### src/rtl/uart_link_ctrl.sv
// simpleuart register-port sequencer: RX colour-command decode, ACK/NAK
// response slot, and round-robin TX sharing with one user requester.
module uart_link_ctrl #(
    parameter bit          BANNER_EN   = 1'b1,
    parameter logic [7:0]  BANNER_CHAR = 8'h50,
    parameter logic [7:0]  ACK_CHAR    = 8'h4B,
    parameter logic [7:0]  NAK_CHAR    = 8'h3F,
    parameter int unsigned TX_TIMEOUT  = 1000
) (
    input  logic        hw_clk,
    input  logic        resetn,
    output logic        uart_we,
    output logic        uart_re,
    output logic [31:0] uart_di,
    input  logic [31:0] uart_do,
    input  logic        uart_wait,
    input  logic        usr_tx_valid,
    input  logic [7:0]  usr_tx_data,
    output logic        usr_tx_ready,
    output logic        rx_valid,
    output logic [7:0]  rx_data,
    output logic [2:0]  rgb,
    output logic        tx_err
);

    localparam int CW = $clog2(TX_TIMEOUT + 1);
    localparam logic [CW-1:0] TO_VAL = CW'(TX_TIMEOUT);

    typedef enum logic [1:0] {
        S_IDLE,
        S_RD,
        S_WR,
        S_DONE
    } state_t;

    state_t          r_state, w_state;
    logic            r_we, w_we;
    logic            r_re, w_re;
    logic [7:0]      r_di, w_di;
    logic            r_rxv, w_rxv;
    logic [7:0]      r_rxd, w_rxd;
    logic [2:0]      r_rgb, w_rgb;
    logic            r_err, w_err;
    logic            r_rdy, w_rdy;
    logic [CW-1:0]   r_cnt, w_cnt;
    logic            r_slot_v, w_slot_v;
    logic [7:0]      r_slot_d, w_slot_d;
    logic            r_last_usr, w_last_usr;
    logic            r_gnt_usr, w_gnt_usr;

    logic            w_rx_take;
    logic            w_is_digit;
    logic            w_pick_usr;
    logic [CW-1:0]   w_cnt_inc;

    assign w_rx_take  = (uart_do != 32'hFFFF_FFFF) && !r_slot_v;
    assign w_is_digit = (uart_do[7:3] == 5'b00110);
    // last_grant == user hands a tie to the response slot
    assign w_pick_usr = usr_tx_valid && (!r_slot_v || !r_last_usr);
    assign w_cnt_inc  = r_cnt + CW'(1);

    always_comb begin
        w_state    = r_state;
        w_we       = r_we;
        w_re       = 1'b0;
        w_di       = r_di;
        w_rxv      = 1'b0;
        w_rxd      = r_rxd;
        w_rgb      = r_rgb;
        w_err      = r_err;
        w_rdy      = 1'b0;
        w_cnt      = r_cnt;
        w_slot_v   = r_slot_v;
        w_slot_d   = r_slot_d;
        w_last_usr = r_last_usr;
        w_gnt_usr  = r_gnt_usr;
        unique case (r_state)
            S_IDLE: begin
                if (w_rx_take) begin
                    w_state  = S_RD;
                    w_re     = 1'b1;
                    w_rxv    = 1'b1;
                    w_rxd    = uart_do[7:0];
                    w_slot_v = 1'b1;
                    if (w_is_digit) begin
                        w_rgb    = uart_do[2:0];
                        w_slot_d = ACK_CHAR;
                    end else begin
                        w_slot_d = NAK_CHAR;
                    end
                end else if (r_slot_v || usr_tx_valid) begin
                    w_state    = S_WR;
                    w_we       = 1'b1;
                    w_di       = w_pick_usr ? usr_tx_data : r_slot_d;
                    w_last_usr = w_pick_usr;
                    w_gnt_usr  = w_pick_usr;
                    w_cnt      = '0;
                end
            end
            S_RD: begin
                w_state = S_IDLE;
            end
            S_WR: begin
                w_cnt = w_cnt_inc;
                if (!uart_wait || (w_cnt_inc == TO_VAL)) begin
                    w_state = S_DONE;
                    w_we    = 1'b0;
                    if (uart_wait)
                        w_err = 1'b1;
                    if (r_gnt_usr)
                        w_rdy = 1'b1;
                    else
                        w_slot_v = 1'b0;
                end
            end
            S_DONE: begin
                w_state = S_IDLE;
            end
            default: begin
                w_state = S_IDLE;
                w_we    = 1'b0;
            end
        endcase
    end

    always_ff @(posedge hw_clk) begin
        if (!resetn) begin
            r_state    <= S_IDLE;
            r_we       <= 1'b0;
            r_re       <= 1'b0;
            r_di       <= 8'h00;
            r_rxv      <= 1'b0;
            r_rxd      <= 8'h00;
            r_rgb      <= 3'b010;
            r_err      <= 1'b0;
            r_rdy      <= 1'b0;
            r_cnt      <= '0;
            r_slot_v   <= BANNER_EN;
            r_slot_d   <= BANNER_EN ? BANNER_CHAR : 8'h00;
            r_last_usr <= 1'b1;
            r_gnt_usr  <= 1'b0;
        end else begin
            r_state    <= w_state;
            r_we       <= w_we;
            r_re       <= w_re;
            r_di       <= w_di;
            r_rxv      <= w_rxv;
            r_rxd      <= w_rxd;
            r_rgb      <= w_rgb;
            r_err      <= w_err;
            r_rdy      <= w_rdy;
            r_cnt      <= w_cnt;
            r_slot_v   <= w_slot_v;
            r_slot_d   <= w_slot_d;
            r_last_usr <= w_last_usr;
            r_gnt_usr  <= w_gnt_usr;
        end
    end

    assign uart_we      = r_we;
    assign uart_re      = r_re;
    assign uart_di      = {24'b0, r_di};
    assign usr_tx_ready = r_rdy;
    assign rx_valid     = r_rxv;
    assign rx_data      = r_rxd;
    assign rgb          = r_rgb;
    assign tx_err       = r_err;

endmodule

### config.mk
export PLATFORM = sky130hd
export DESIGN_NAME = uart_link_ctrl
export DESIGN_NICKNAME = d
export VERILOG_FILES = /design/src/rtl/uart_link_ctrl.sv
export SDC_FILE = /design/constraint.sdc
export NUM_CORES = 1
export LEC_CHECK = 0
export BUFFER_PORTS_ARGS = -buffer_cell sky130_fd_sc_hd__clkbuf_2
export CELL_PAD_IN_SITES_DETAIL_PLACEMENT = 1
export CELL_PAD_IN_SITES_GLOBAL_PLACEMENT = 1
export CORE_MARGIN = 10
export CORE_UTILIZATION = 34
export CTS_CLUSTER_DIAMETER = 40
export DETAILED_ROUTE_END_ITERATION = 8
export PLACE_DENSITY_LB_ADDON = 0.1
export SLEW_MARGIN = 15
export SYNTH_ARGS = -nofsm -noshare
export SYNTH_HDL_FRONTEND = slang
export SYNTH_SLANG_ARGS = --single-unit
### constraint.sdc
create_clock -name hw_clk -period 2.4 [get_ports hw_clk]
set_input_delay 0.12 -clock hw_clk [delete_from_list [all_inputs] [get_ports hw_clk]]
set_output_delay 0.12 -clock hw_clk [all_outputs]
set_load 0.005 [all_outputs]
==> flow_summary.yaml <==
clock_network:
  clock_path_buffers: 2
  cts_resized: 0
  ctsRootBufferMaster: "clkbuf_8"
  cts_made_buffers: 5
  ctsHoldBuffers: 0
  cts_sinks: 42
  cts_tree: "yes"
  cts_setup_buffers: 0
  cts.clk_slew.worst_paths_ns: 0.09
  htreeDepth: 2
  clkLatencyLatePin_ns: 0.30
floorplanning:
  dieArea_sq_um: 9850
  row_count: 28
  initial_core_util_pct: 35.4
  dieHeight_um: 99.3
  design.core.area_sq_um: 6030
  die_w_um: 99.3
  io_pins: 92
power_and_ir_drop:
  peakVddDrop_mv: 0.287
  leakagePower_nw: 1.11
  power.density_nw_per_um2: 579
  total_power_mw: 1.47
grt:
  grtUsageMet3_pct: 3.67
  met1_usage_pct: 14.8
  overflow: 0
  grt_pass1_vias: 1985
  grt_pass1_wl_mm: 9.83
  grt_max_degree: 24
  met2_usage_pct: 19.1
  grt_usage_pct: 11.9
  antenna_found_initial: 0
  gr-max-usage-layer: "met2"
sta:
  clock.fmax_ghz: 0.531
  worst_slew_pin_slew_ns: 0.638
  maxSlewViolCount: 0
  rsz0062_at_grt: "false"
  layout_worst_path_cycle_share_pct: 78.5
  hold_viol: 0
  fin_skew_ns: 0.00685
  relSlewSlack_pct: 57.4
  setup_viol: 0
  setup_tns_ns: 0
  fin_crit_ns: 1.88
  hold-worst-slack_ns: 0.0418
finish:
  num-fill-cells: 758
  instances_no_fill: 376
  final-seq-area_sq_um: 841
  nets: 345
  antenna_cells: 0
  area_delta_synth_final_pct: 19.0
  multiInputGateArea_sq_um: 1110
  layout-drive-gt1-share_pct: 32.2
logic_synthesis:
  yosysUniqueCellTypes: 49
  syn_area_sq_um: 2140
  ys_top_cells_by_area: "dfxtp_1 39%, buf_4 8.8%, mux2i_1 6.1%, nor2_1 4.2%, nand2_1 3.3%"
  synth_seq_area_share_pct: 39.4
  yosys.area.top_type: "dfxtp_1"
  ys_ff_latch: 42
  avgSynthCellArea_sq_um: 9.17
  post-synth-top-area-fraction_pct: 39.4
  yosysWarningCount: 0
  synth_cells: 233
critical_path:
  max_stage_delay_ns: 0.43
  crit_type: "flip-flop to flip-flop"
  slowest_stage: "nor2_1"
  timing.critical_path.buf_inv: 0
  critPathRequiredTime_ns: 2.59
  crit_path_cell_trace: "nor2_1 -> and2_2 -> a41oi_4 -> and2_4 -> a221o_1"
  critPathCaptureType: "flip-flop"
  startpoint_type: "flip-flop"
  path_delay_family: "simple AND/OR/NAND/NOR gates"
  cp_max_fo: 9
  arrival_ns: 2.07
routing:
  drt_wl_total_mm: 6.06
  detail-route-antenna-nets: 0
  vias: 1869
  viasPerCell: 4.97
  first_pass_iters: 4
  wl_per_cell_um: 16.1
  drc: 0
  drt_iter0_drc: 85
hold_path:
  hp-class: "input port to flip-flop"
run:
  drv_cap: 0
place:
  dp_hpwl_mm: 4.84
  dp.cells: 368
  io_buffers: 67
  place_congestion: 0.777
outcome:
  status: "complete, no violations"
[where the power goes]
part	total [mW]	switching (mW)	internal, mW
registers	0.764	0.0292	0.735
logic	0.244	0.136	0.108
clock network	0.463	0.258	0.205
total	1.47	0.423	1.05
[routing by layer]
| metal | vias up | wire (um) |
|---|---|---|
| met5 | - | 0 |
| met4 | 0 | 40 |
| met3 | 2 | 401 |
| met2 | 59 | 2800 |
| met1 | 879 | 2810 |
| li1 | 929 | - |
[worst reg2reg max path: stages, from the launching register on]
cell     delay [ns]
dfxtp_1        0.42
nor2_1         0.43
and2_2         0.26
a41oi_4        0.07
and2_4         0.26
a221o_1        0.35
[cells by family (layout without fill, tap and decap cells)]
kind of cell / Yosys count / after routing / share of synthesized area (%)
flip-flops: 42 / 42 / 39.4
multiplexers: 16 / 16 / 7.67
other: 1 / 24 / 0.176
AO/OA/AOI/OAI: 50 / 50 / 18.4
AND/OR/NAND/NOR: 83 / 83 / 21.3
buffers and inverters: 40 / 85 / 12.5
adder cells (fa/ha/maj): 1 / 1 / 0.586
[state kept, by name, summed over array words and instances (netlist names)]
name	flops
r_slot_v	1
rgb	3
r_state	2
r_slot_d	4
rx_data	8
r_di	8
uart_we	1
tx_err	1
r_last_usr	1
rx_valid	1
usr_tx_ready	1
r_cnt	10
r_gnt_usr	1
[layout by cell type (no fill, tap or decap), types with 2 or more instances in the layout]
cell      instances
a211oi_1          2
dfxtp_1          42
a21oi_1           6
and2_1            4
o31ai_1           4
nand4_1           9
and4_1            2
o21ai_0          12
a31oi_1           4
a21boi_0          2
and3_2            3
clkbuf_2         67
nand3_1           4
nor2_1           24
nand2_1          19
mux2i_1          13
clkbuf_8          5
nor3_1            6
inv_1             2
nor4_4            2
a221o_1           5
nand2b_1          2
mux2_2            3
o211ai_1          3
conb_1           24
buf_4             8
a311oi_1          2
[path summary, 6_finish.rpt]
check	slack [ns]	endpoint	start	depth (start not counted)
min reg2reg	0.47	uart_we$_SDFFE_PN0P_	uart_we$_SDFFE_PN0P_	2
max	0.52	r_di[0]$_SDFFE_PN0P_	r_state[1]$_SDFFE_PN0P_	5
min	0.04	r_di[7]$_SDFFE_PN0P_	usr_tx_data[7]	2
max reg2reg	0.52	r_di[0]$_SDFFE_PN0P_	r_state[1]$_SDFFE_PN0P_	5
[layout make-up]
cell class	count	area share, %
multi-input cells	174	43.8
inverters	2	0.295
clock inverters	3	0.837
well taps	75	3.69
repair buffers	75	15.6
flip-flops and latches	42	33.1
clock buffers	5	2.71
[metrics by stage]
stage	worst slack, ns	cell area [sq um]	utilization (%)
after floorplan	0.658	2220	-
after global placement	0.608	2450	40.7
after detailed placement	0.525	2450	40.7
after CTS	0.514	2540	42.2
after global routing	0.371	2540	42.2
final	0.515	2540	42.2
[Yosys cell counts, drive strengths merged]
cell,instances
dfxtp,42
buf,30
nor2,24
nand2,19
mux2i,13
o21ai,12
nand4,10
clkbuf,8
and2,7
a21oi,6
nor3,6
a221o,5
a31oi,4
and3,4
nand3,4
o31ai,4
mux2,3
o211ai,3
a211oi,2
a21boi,2
a22o,2
a311oi,2
a41oi,2
and4,2
inv,2
nand2b,2
nor4,2
a2111oi,1
a211o,1
a32oi,1
and4b,1
conb,1
ha,1
nand4b,1
nor2b,1
o211a,1
o31a,1
o32ai,1
(Power assumes the default switching activity.)
